`src/rtl/se_tone_mixer_if.sv`:
```
// Bus between the sound-effect sequencers and the tone mixer: per-channel
// requests in, speaker/PCM outputs back.
interface se_tone_mixer_if;
  logic [3:0]  iEn;
  logic [63:0] iFreq;
  logic        iMute;
  logic        oSquare;
  logic [15:0] oSample;
  logic        oActive;
  logic [1:0]  oChannel;

  modport master (
    output iEn, iFreq, iMute,
    input  oSquare, oSample, oActive, oChannel
  );

  modport slave (
    input  iEn, iFreq, iMute,
    output oSquare, oSample, oActive, oChannel
  );
endinterface

```
`src/rtl/se_tone_mixer.sv`:
```
// Four-channel fixed-priority tone mixer: a registered arbiter feeds a
// fractional-N square-wave generator driving a speaker pin and a PCM sample.
module se_tone_mixer #(
  parameter int CLK_HZ    = 50000000,
  parameter int MAX_FREQ  = 20000,
  parameter int AMPLITUDE = 8192
) (
  input  logic            iClock,
  input  logic            iReset,
  se_tone_mixer_if.slave  bus
);

  localparam logic [31:0] CLK_W    = 32'(CLK_HZ);
  localparam logic [16:0] MAX_W    = 17'(MAX_FREQ);
  localparam logic [15:0] AMP_POS  = 16'(AMPLITUDE);
  localparam logic [15:0] AMP_NEG  = 16'(-AMPLITUDE);

  // Stage 1: per-channel validity and lowest-index winner
  logic [15:0] freq_ch [4];
  logic [3:0]  valid;

  for (genvar gi = 0; gi < 4; gi++) begin : g_chan
    assign freq_ch[gi] = bus.iFreq[16*gi +: 16];
    assign valid[gi]   = bus.iEn[gi] && (freq_ch[gi] != 16'd0) &&
                         ({1'b0, freq_ch[gi]} < MAX_W);
  end

  logic        win_valid;
  logic [1:0]  win_ch;
  logic [15:0] win_freq;

  always_comb begin
    win_valid = |valid;
    win_ch    = 2'd0;
    win_freq  = 16'd0;
    for (int i = 3; i >= 0; i--) begin
      if (valid[i]) begin
        win_ch   = 2'(i);
        win_freq = freq_ch[i];
      end
    end
  end

  logic        sel_valid_reg;
  logic [1:0]  sel_ch_reg;
  logic [15:0] sel_freq_reg;
  logic        prev_valid_reg;
  logic [1:0]  prev_ch_reg;
  logic [15:0] prev_freq_reg;

  always_ff @(posedge iClock) begin
    if (iReset) begin
      sel_valid_reg  <= 1'b0;
      sel_ch_reg     <= 2'd0;
      sel_freq_reg   <= 16'd0;
      prev_valid_reg <= 1'b0;
      prev_ch_reg    <= 2'd0;
      prev_freq_reg  <= 16'd0;
    end else begin
      sel_valid_reg  <= win_valid;
      sel_ch_reg     <= win_ch;
      sel_freq_reg   <= win_freq;
      prev_valid_reg <= sel_valid_reg;
      prev_ch_reg    <= sel_ch_reg;
      prev_freq_reg  <= sel_freq_reg;
    end
  end

  // Stage 2: phase accumulator advancing by 2*freq per clock, modulo CLK_HZ
  logic [31:0] acc_reg, acc_next;
  logic        phase_reg, phase_next;
  logic        active_reg, active_next;
  logic [1:0]  ch_reg, ch_next;
  logic [31:0] sum;
  logic        changed;

  always_comb begin
    acc_next    = acc_reg;
    phase_next  = phase_reg;
    active_next = active_reg;
    ch_next     = ch_reg;
    sum         = acc_reg + {15'd0, sel_freq_reg, 1'b0};
    changed     = !prev_valid_reg || (sel_ch_reg != prev_ch_reg) ||
                  (sel_freq_reg != prev_freq_reg);
    if (!sel_valid_reg) begin
      acc_next    = 32'd0;
      phase_next  = 1'b0;
      active_next = 1'b0;
    end else if (changed) begin
      acc_next    = 32'd0;
      phase_next  = 1'b1;
      active_next = 1'b1;
      ch_next     = sel_ch_reg;
    end else if (sum >= CLK_W) begin
      acc_next    = sum - CLK_W;
      phase_next  = !phase_reg;
    end else begin
      acc_next    = sum;
    end
  end

  always_ff @(posedge iClock) begin
    if (iReset) begin
      acc_reg    <= 32'd0;
      phase_reg  <= 1'b0;
      active_reg <= 1'b0;
      ch_reg     <= 2'd0;
    end else begin
      acc_reg    <= acc_next;
      phase_reg  <= phase_next;
      active_reg <= active_next;
      ch_reg     <= ch_next;
    end
  end

  // Output registers: mute gates only what leaves the block
  logic        square_reg, square_next;
  logic [15:0] sample_reg, sample_next;
  logic        active_out_reg;
  logic [1:0]  channel_out_reg;
  logic        audible;

  always_comb begin
    audible     = active_reg && !bus.iMute;
    square_next = audible && phase_reg;
    sample_next = 16'd0;
    if (audible) begin
      sample_next = phase_reg ? AMP_POS : AMP_NEG;
    end
  end

  always_ff @(posedge iClock) begin
    if (iReset) begin
      square_reg      <= 1'b0;
      sample_reg      <= 16'd0;
      active_out_reg  <= 1'b0;
      channel_out_reg <= 2'd0;
    end else begin
      square_reg      <= square_next;
      sample_reg      <= sample_next;
      active_out_reg  <= active_reg;
      channel_out_reg <= ch_reg;
    end
  end

  assign bus.oSquare  = square_reg;
  assign bus.oSample  = sample_reg;
  assign bus.oActive  = active_out_reg;
  assign bus.oChannel = channel_out_reg;

endmodule

```
`src/flat_wrapper.sv`:
```
// flat-port wrapper written by rule: the top's interface ports become plain ports
module se_tone_mixer_flat 
#(
  parameter int CLK_HZ    = 50000000,
  parameter int MAX_FREQ  = 20000,
  parameter int AMPLITUDE = 8192
)
  (iClock, iReset, bus_iEn, bus_iFreq, bus_iMute, bus_oSquare, bus_oSample, bus_oActive, bus_oChannel);
  se_tone_mixer_if bus_i ();
  input  logic iClock;
  input  logic iReset;
  input wire logic [$bits(bus_i.iEn)-1:0] bus_iEn;
  input wire logic [$bits(bus_i.iFreq)-1:0] bus_iFreq;
  input wire logic [$bits(bus_i.iMute)-1:0] bus_iMute;
  output wire logic [$bits(bus_i.oSquare)-1:0] bus_oSquare;
  output wire logic [$bits(bus_i.oSample)-1:0] bus_oSample;
  output wire logic [$bits(bus_i.oActive)-1:0] bus_oActive;
  output wire logic [$bits(bus_i.oChannel)-1:0] bus_oChannel;
  assign bus_i.iEn = bus_iEn;
  assign bus_i.iFreq = bus_iFreq;
  assign bus_i.iMute = bus_iMute;
  assign bus_oSquare = bus_i.oSquare;
  assign bus_oSample = bus_i.oSample;
  assign bus_oActive = bus_i.oActive;
  assign bus_oChannel = bus_i.oChannel;
  se_tone_mixer #(.CLK_HZ(CLK_HZ), .MAX_FREQ(MAX_FREQ), .AMPLITUDE(AMPLITUDE)) u_core (.iClock(iClock), .iReset(iReset), .bus(bus_i));
endmodule
```
`config.mk`:
```
export PLATFORM = sky130hd
export DESIGN_NAME = se_tone_mixer_flat
export DESIGN_NICKNAME = d
export VERILOG_FILES = /design/src/rtl/se_tone_mixer_if.sv /design/src/rtl/se_tone_mixer.sv /design/src/flat_wrapper.sv
export SDC_FILE = /design/constraint.sdc
export NUM_CORES = 1
export LEC_CHECK = 0
export ABC_CLOCK_PERIOD_IN_PS = 5020
export CAP_MARGIN = 40
export CELL_PAD_IN_SITES_DETAIL_PLACEMENT = 0
export CELL_PAD_IN_SITES_GLOBAL_PLACEMENT = 2
export CORE_MARGIN = 5
export CORE_UTILIZATION = 32
export CTS_CLUSTER_DIAMETER = 100
export DETAILED_ROUTE_END_ITERATION = 7
export GPL_ROUTABILITY_DRIVEN = 0
export PLACE_DENSITY_LB_ADDON = 0.25
export SLEW_MARGIN = 25
export SYNTH_ARGS = -nofsm -noshare
export SYNTH_HDL_FRONTEND = slang
export SYNTH_SLANG_ARGS = --single-unit
```
`constraint.sdc`:
```
create_clock -name iClock -period 5.02 [get_ports iClock]
set_input_delay 0.753 -clock iClock [delete_from_list [all_inputs] [get_ports iClock]]
set_output_delay 0.753 -clock iClock [all_outputs]
set_load 0.05 [all_outputs]
```
======== After elaboration in Yosys (flattened, before gate mapping) ========
Cells that the tools add are included.
storage, ports and cells
  flip-flop bits (word level) ............. 94
  bits in latches ......................... 0
  RAM bits ................................ 0
  bits in read-only memories .............. 0
  input bits .............................. 71
  output and inout port bits .............. 20
  logic and storage cells ................. 64
  memories kept ........................... 0
cells by class
  add/sub/neg operators ................... 2
  $mul .................................... 0
  div/mod/pow operators ................... 0
  $lt $le $gt $ge ......................... 5
  equal/unequal tests ..................... 2
  shifts and indexed selects .............. 0
  muxes and demuxes ....................... 11
  bitwise logic cells ..................... 2
  reduce and logical (&&, ||, !) cells .... 27
operators with widths
  operator                                                number
  2-to-1 mux 16 bit                                       5
  < comparator 16 x 15 -> 1 bit (second input constant)   4
  nonzero test 16 bit                                     4
  adder 32 x 17 -> 32 bit                                 1
  >= comparator 32 x 26 -> 1 bit (second input constant)  1
  2-to-1 mux 32 bit                                       1
  subtractor 32 x 26 -> 32 bit (second input constant)    1
  != test 16 bit                                          1
  logical AND 1 bit                                       10
  OR reduction 2 bit                                      3
  OR reduction 3 bit                                      2
  2-to-1 mux 2 bit                                        2
  OR reduction 4 bit                                      1
  zero test 1 bit                                         3
  2-to-1 mux 1 bit                                        3
  logical OR 1 bit                                        2
  != test 2 bit                                           1
  NOT 1 bit                                               2
  AND reduction 2 bit                                     1
  nonzero test 2 bit                                      1

======== Longest topological paths before layout ========
Gate-level depths: netlist of run 1.
  word-level depth ........................ 7
  gate-level depth with buffers ........... 18
  depth with buffers taken out ............ 16

======== Worst setup path before layout of run 1 ========
Ideal clock, no wire load.
  path type ............................... reg-to-reg
  start ................................... register u_core.sel_freq_reg[0]
  end ..................................... register u_core.acc_reg[11]
  library setup time ...................... 0.128 ns
  data arrival time ....................... 3.619 ns
  data required time ...................... 4.892 ns
  slack ................................... 1.273 ns
  cell stages (with the launch flop) ...... 18
  path buffers ............................ 1
  period minus slack after synthesis ...... 3.747 ns
  path through ............................ dfxtp_1 > ha_1 > inv_1 > fa_1 > nand2b_1 > a21oi_4 > nor2_1 > xnor2_1 > ha_1 > nand4_1 > nor4_1 > nand3_1 > or4b_1 > a21bo_1 > buf_6 > a2111oi_4 > xnor2_1 > nor2_1
between the ends
  word-level cells in the longest chain between the ends .. 3
  elaborated cells on any way between the ends .. 7
  classes of those cells .................. add/sub (2); order compare (1); eq/ne (1); mux (1); reduce/logical (2)
ends and longest elaborated chain
  what                                                              RTL line                                  source
  from (decl)                                                       se_tone_mixer.sv:46                       logic [15:0] sel_freq_reg;
  from (signal assigned)                                            se_tone_mixer.sv:62                       sel_freq_reg <= win_freq;
  adder 32 x 17 -> 32 bit / != test 16 bit (equally long branches)  se_tone_mixer.sv:82, se_tone_mixer.sv:84
  subtractor 32 x 26 -> 32 bit, or another cell as far along        se_tone_mixer.sv:95                       acc_next = sum - CLK_W;
  2-to-1 mux 32 bit / OR reduction 3 bit (equally long branches)    --
  to (signal assigned)                                              se_tone_mixer.sv:109                      acc_reg <= acc_next;
  to (decl)                                                         se_tone_mixer.sv:70                       logic [31:0] acc_reg, acc_next;
Parallel ways exist; a longest one is shown, timed or not.
A chain may end at the register's enable or synchronous reset.

======== Worst setup path after layout of run 1 ========
  start ................................... register u_core.sel_freq_reg[3]
  end ..................................... register u_core.acc_reg[8]
The elaborated chain is that of the path after synthesis.

==> flow_summary.yaml, run 1 <==
route:
  vias_per_cell: 5.253
  drtAntennaViolNets: 0
  drt_iter0_drc: 289
  route.detailed.drc: 0
  wl_mm: 16.30
  vias: 5006
  drt_pass1_iterations: 4
  wl_per_cell_um: 17.10
timing:
  min_period_ns: 4.354
  slew_violations: 0
  min_period_over_period_pct: 86.74
  slew_headroom_pct: 56.45
  fin_skew_ns: 0.01117
  whs_ns: 0.4575
  finalHoldViolations: 0
  fmax_mhz: 229.7
  rsz0062_at_grt: "false"
  setup_violations: 0
  worst_slew_pin_slew_ns: 0.6482
  tns_ns: 0
job:
  maxCapViolations: 0
finish:
  num_antenna_cells: 0
  nets: 818
  layout-area-overhead-vs-synth_pct: 22.25
  fill_cells: 1654
  drive_gt1_share_pct: 7.776
  largest_reg_flops: 31
die:
  die_h_um: 140.6
  ios: 91
  core_mm2: 0.01664
  die_w_um: 140.6
  start_util_pct: 32.81
  die_area_mm2: 0.01978
  fp-row-count: 47
global_routing:
  grt_pass1_wl_mm: 25.64
  grt_max_degree: 32
  antenna_found_initial: 0
  grt_pass1_vias: 4831
  grtUsageTotal_pct: 16.14
  grt-ovfl-total: 0
clock_tree:
  postCtsResizedCells: 0
  clkTransAtPathRegs_ns: 0.06
  clk_root_buffer_cell: "clkbuf_16"
  cts.path.max_buffers: 2
  h-tree-depth: 3
  post_cts_buffers: 0
  clk_latency_ns: 0.35
  cts_tree: "yes"
  cts_inserted_buffers: 9
  cts.sinks: 79
  hold_buffers: 0
min_path:
  hp-class: "flop to flop"
yosys:
  syn_area_per_cell_um2: 8.248
  ys_warn_count: 0
  yosysTopAreaCell: "dfxtp_1"
  async_flop_share_pct: 0
  yosys.area.top_type_share_pct: 28.96
  synth_area_mm2: 0.005460
  ys_types: 79
  synthFlopType: "dfxtp_1"
  synth_area_leaders: "dfxtp_1 (29%), xnor2_1 (6.6%), nor2_1 (4.2%), ha_1 (4.1%), nor2b_1 (4.0%)"
  synth_seq_cells: 79
  seq_area_frac_synth_pct: 28.96
  synth_edf_count: 0
  postSynthCellCount: 662
pwr:
  p_per_area_mw_per_mm2: 240.5
  p_leak_uw: 0.002373
  ir_drop_mv: 0.1503
  total_power_uw: 1605
status:
  run_status: "finished, final reports clean"
worst_setup_path:
  crit_type: "flop to flop"
  worstPathArrival_ns: 4.56
  worst_ep_required_time_ns: 5.23
  crit_fanout: 19
  critPathLaunchType: "flop"
  cp-end-kind: "flop"
placement:
  dpl.hpwl_mm: 13.33
  io_buffers: 77
==> synthesized netlist by cell type (6+ instances only) <==
| library cell | instances |
|---|---|
| dfxtp_1 | 79 |
| nand3_1 | 24 |
| o211ai_1 | 6 |
| and2_1 | 10 |
| clkbuf_1 | 17 |
| nand2b_1 | 12 |
| nor2_1 | 61 |
| a211oi_1 | 7 |
| nand2_1 | 41 |
| a21o_1 | 9 |
| o21ai_0 | 43 |
| nand4_1 | 20 |
| buf_4 | 20 |
| xnor2_1 | 41 |
| a21oi_1 | 42 |
| inv_1 | 11 |
| nor3_1 | 13 |
| nor4_1 | 14 |
| a221o_1 | 14 |
| and3_1 | 7 |
| ha_1 | 18 |
| xor2_1 | 17 |
| nor2b_1 | 35 |
| o21a_1 | 6 |
==> where the power goes <==
group / switching, µW / internal [µW] / total, µW
sequential: 15.3 / 647 / 662
combinational: 135 / 117 / 252
clock: 285 / 407 / 692
==> stage by stage <==
step | utilization [%] | cell area [µm²] | instances | setup WS [ns]
finish | 40.11 | 6675 | 953 | 0.6659
global route | 40.11 | 6675 | 953 | 0.3044
CTS | 40.06 | 6668 | 952 | 0.6131
floorplan | - | 5509 | 675 | 1.273
detailed placement | 38.18 | 6354 | 936 | 0.6452
global placement | 38.13 | 6346 | 935 | 0.7237
==> layout make-up <==
cell class | instances | area, µm² | area share [%]
well taps | 220 | 275.3 | 4.124
inverters | 11 | 41.29 | 0.6186
repair buffers | 86 | 838.3 | 12.56
flip-flops and latches | 79 | 1582 | 23.69
clock buffers | 10 | 239.0 | 3.580
multi-input cells | 541 | 3625 | 54.30
clock inverters | 6 | 75.07 | 1.125
==> worst max-delay path, cell delays in order, from the launching register on <==
cell,delay (ns)
dfxtp_1,0.34
ha_1,0.41
nand3_1,0.15
or2_4,0.28
a211oi_2,0.44
o211ai_1,0.33
a21oi_1,0.27
xor2_1,0.42
nor4b_4,0.12
a21bo_1,0.62
nand2_1,0.36
a211oi_1,0.47
==> per-layer routing <==
metal  up-vias  wire (µm)  track usage, %
li1       2501          -               -
met1      2355       7623           22.29
met2       126       7487           25.50
met3        24        856           3.454
met4         0        333           4.488
met5         -          0               0
==> layout by cell type, fill, tap and decap left out, types with 13 or more instances in the layout <==
master	n
nand3_1	24
ha_1	18
clkdlybuf4s50_1	77
xor2_1	17
nor4_1	14
xnor2_1	41
nor3_1	13
dfxtp_1	79
a221o_1	14
nand2_1	41
conb_1	14
a21oi_1	42
o21ai_0	43
nor2b_1	35
nand4_1	20
nor2_1	61
==> final timing paths <==
path / start / end / slack (ns) / cells after the start
setup / recovery: u_core.sel_freq_reg[3] / u_core.acc_reg[8] / 0.67 / 11
hold / removal: u_core.active_reg / u_core.active_reg / 0.46 / 1
setup reg to reg: u_core.sel_freq_reg[3] / u_core.acc_reg[8] / 0.67 / 11
hold reg to reg: u_core.active_reg / u_core.active_reg / 0.46 / 1
==> cell families (layout without fill, tap and decap cells) <==
family                     after synthesis  in the layout  synth area share (%)
other                                    1             14               0.06868
DFF                                     79             79                 28.96
buffers and inverters                   55            113                 5.545
and+or+nand+nor                        265            265                 26.33
muxes                                    6              6                 1.146
AOI/OAI and AO/OA                      177            177                 23.56
xor gates and xnor gates                60             60                 9.899
adders and majority gates               19             19                 4.491
No activity file was read; power rests on OpenSTA's default activity.
==> run 2: changes to the inputs <==
--- a/config.mk
+++ b/config.mk
@@ -14,7 +14,7 @@
 export CTS_CLUSTER_DIAMETER = 100
 export DETAILED_ROUTE_END_ITERATION = 7
 export GPL_ROUTABILITY_DRIVEN = 0
-export PLACE_DENSITY_LB_ADDON = 0.25
+export PLACE_DENSITY_LB_ADDON = 0.1
 export SLEW_MARGIN = 25
 export SYNTH_ARGS = -nofsm -noshare
 export SYNTH_HDL_FRONTEND = slang
==> run 2 against run 1 <==
Wire length rose by 6.3%. Via count rose by 1.6%. Count of clock-buffer cells in the layout fell by 1. Sequential share of layout area barely moved. Critical path type unchanged. Power rose by 0.72%.
==> flow_summary.yaml, run 2 (synthesized netlist as in run 1, its figures left out) <==
timing:
  finalHoldViolations: 0
  fmax_mhz: 213.3
  tns_ns: 0
  rsz0062_at_grt: "false"
  slew_violations: 0
  fin_skew_ns: 0.01630
  min_period_ns: 4.689
  min_period_over_period_pct: 93.41
  worst_slew_pin_slew_ns: 0.7539
  setup_violations: 0
  slew_headroom_pct: 49.35
die:
  ios: 91
  start_util_pct: 32.81
  core_mm2: 0.01664
  die_w_um: 140.6
  die_h_um: 140.6
  fp-row-count: 47
  die_area_mm2: 0.01978
worst_setup_path:
  worst_ep_required_time_ns: 5.30
  crit_type: "flop to flop"
  regToRegEndpoint: "u_core.acc_reg[26]"
  r2r-start: "u_core.sel_freq_reg[0]"
  worstRegToRegCells: 16
  crit_path_start: "u_core.sel_freq_reg[0]"
  cp-end-kind: "flop"
  critPathLaunchType: "flop"
  endpoint: "u_core.acc_reg[26]"
  crit_fanout: 19
  worstPathArrival_ns: 4.96
  regToRegSetupSlack_ns: 0.33
pwr:
  comb_power_share_pct: 15.8
  ir_drop_mv: 0.2554
  total_power_uw: 1617
  cellInternalPower_uw: 1158
  switching_power_uw: 458.3
  pwr-share-clk_pct: 43.2
  p_leak_uw: 0.002371
  p_per_area_mw_per_mm2: 242.4
  seqPwrFrac_pct: 41.0
  netSwitchingFraction_pct: 28.34
route:
  drt_pass1_iterations: 5
  vias: 5085
  drt_iter0_drc: 312
  wl_mm: 17.32
  route.detailed.drc: 0
  wl_per_cell_um: 18.18
  drtAntennaViolNets: 0
  vias_per_cell: 5.336
clock_tree:
  cts_tree: "yes"
  h-tree-depth: 3
  clk_root_buffer_cell: "clkbuf_16"
  cts.sinks: 79
  cts.path.max_buffers: 2
  post_cts_buffers: 0
  clk_latency_ns: 0.35
  clkTransAtPathRegs_ns: 0.07
  postCtsResizedCells: 0
  cts_inserted_buffers: 9
  hold_buffers: 0
finish:
  nets: 818
  regArea_mm2: 0.001582
  final_cell_area_mm2: 0.006670
  mostFrequentLayoutCell: "dfxtp_1"
  drive_gt1_share_pct: 7.776
  final_cell_mix: "dfxtp_1 (79), clkdlybuf4s50_1 (77), nor2_1 (61)"
  largest_reg_flops: 31
  num_antenna_cells: 0
  layout-area-overhead-vs-synth_pct: 22.16
  multi_input_area_mm2: 0.003625
  fill_cells: 1712
status:
  run_status: "finished, final reports clean"
global_routing:
  grt_pass1_vias: 5065
  grtUsageTotal_pct: 17.24
  grt-ovfl-total: 0
  antenna_found_initial: 0
  grt_max_degree: 29
  grt_pass1_wl_mm: 27.13
job:
  maxCapViolations: 0
min_path:
  hp-class: "flop to flop"
placement:
  placed_area_mm2: 0.006354
  dpl.hpwl_mm: 14.06
  io_buffers: 77
run 2: worst min path at each step:
stage | endpoint | start | cells past startpoint | slack [ns]
after detailed placement | u_core.active_reg | u_core.active_reg | 1 | 0.45
after global routing | u_core.active_reg | u_core.active_reg | 1 | 0.48
final | u_core.active_reg | u_core.active_reg | 1 | 0.46
after floorplan | u_core.bus.oSample[14] | u_core.phase_reg | 1 | 0.42
after global placement | u_core.active_reg | u_core.active_reg | 1 | 0.44
after CTS | u_core.active_reg | u_core.active_reg | 1 | 0.46
run 2: cell type report:
type / count / share of cell area, %
Multi-Input combinational cell: 541 / 54.34
Sequential cell: 79 / 23.71
Timing Repair Buffer: 86 / 12.57
Tap cell: 220 / 4.127
Clock buffer: 9 / 3.376
Clock inverter: 7 / 1.257
Inverter: 11 / 0.6190
run 2: critical path: stages (launching register included):
cell and delay (ns):
dfxtp_1 0.36, ha_1 0.18, inv_1 0.06, fa_1 0.39
nand2b_1 0.21, a21oi_4 0.27, nor2_1 0.11, xnor2_1 0.30
ha_1 0.22, nand4_1 0.10, nor4_1 0.48, nand3_1 0.16
or4b_1 0.49, a21bo_1 0.48, nand2_1 0.45, nand3b_1 0.19
a21oi_1 0.17
run 2: per-layer routing:
metal  GRT usage, %  share of wire, %  vias to the layer above
li1               -                 -                     2509
met1          23.24                47                     2432
met2          28.33                48                      123
met3          3.386               3.8                       21
met4          4.386               1.5                        0
met5              0                 0                        -
run 2: stage by stage:
step	worst slack [ns]	utilization (%)	std cells	hold slack, ns
2_1_floorplan	1.273	-	675	0.4248
3_3_place_gp	0.4972	38.13	935	0.4431
3_5_place_dp	0.3595	38.18	936	0.4486
4_1_cts	0.3407	40.03	952	0.4647
5_1_grt	0.05145	40.08	953	0.4828
6_report	0.3309	40.08	953	0.4573
run 2: power by group through the flow:
| stage | logic [µW] | clock network, µW | registers [µW] |
|---|---|---|---|
| after detailed placement | 256 | 0 | 678 |
| after global placement | 257 | 0 | 677 |
| after CTS | 257 | 717 | 663 |
| final | 256 | 698 | 663 |
| after global routing | 278 | 738 | 665 |
| after floorplan | 154 | 0 | 674 |
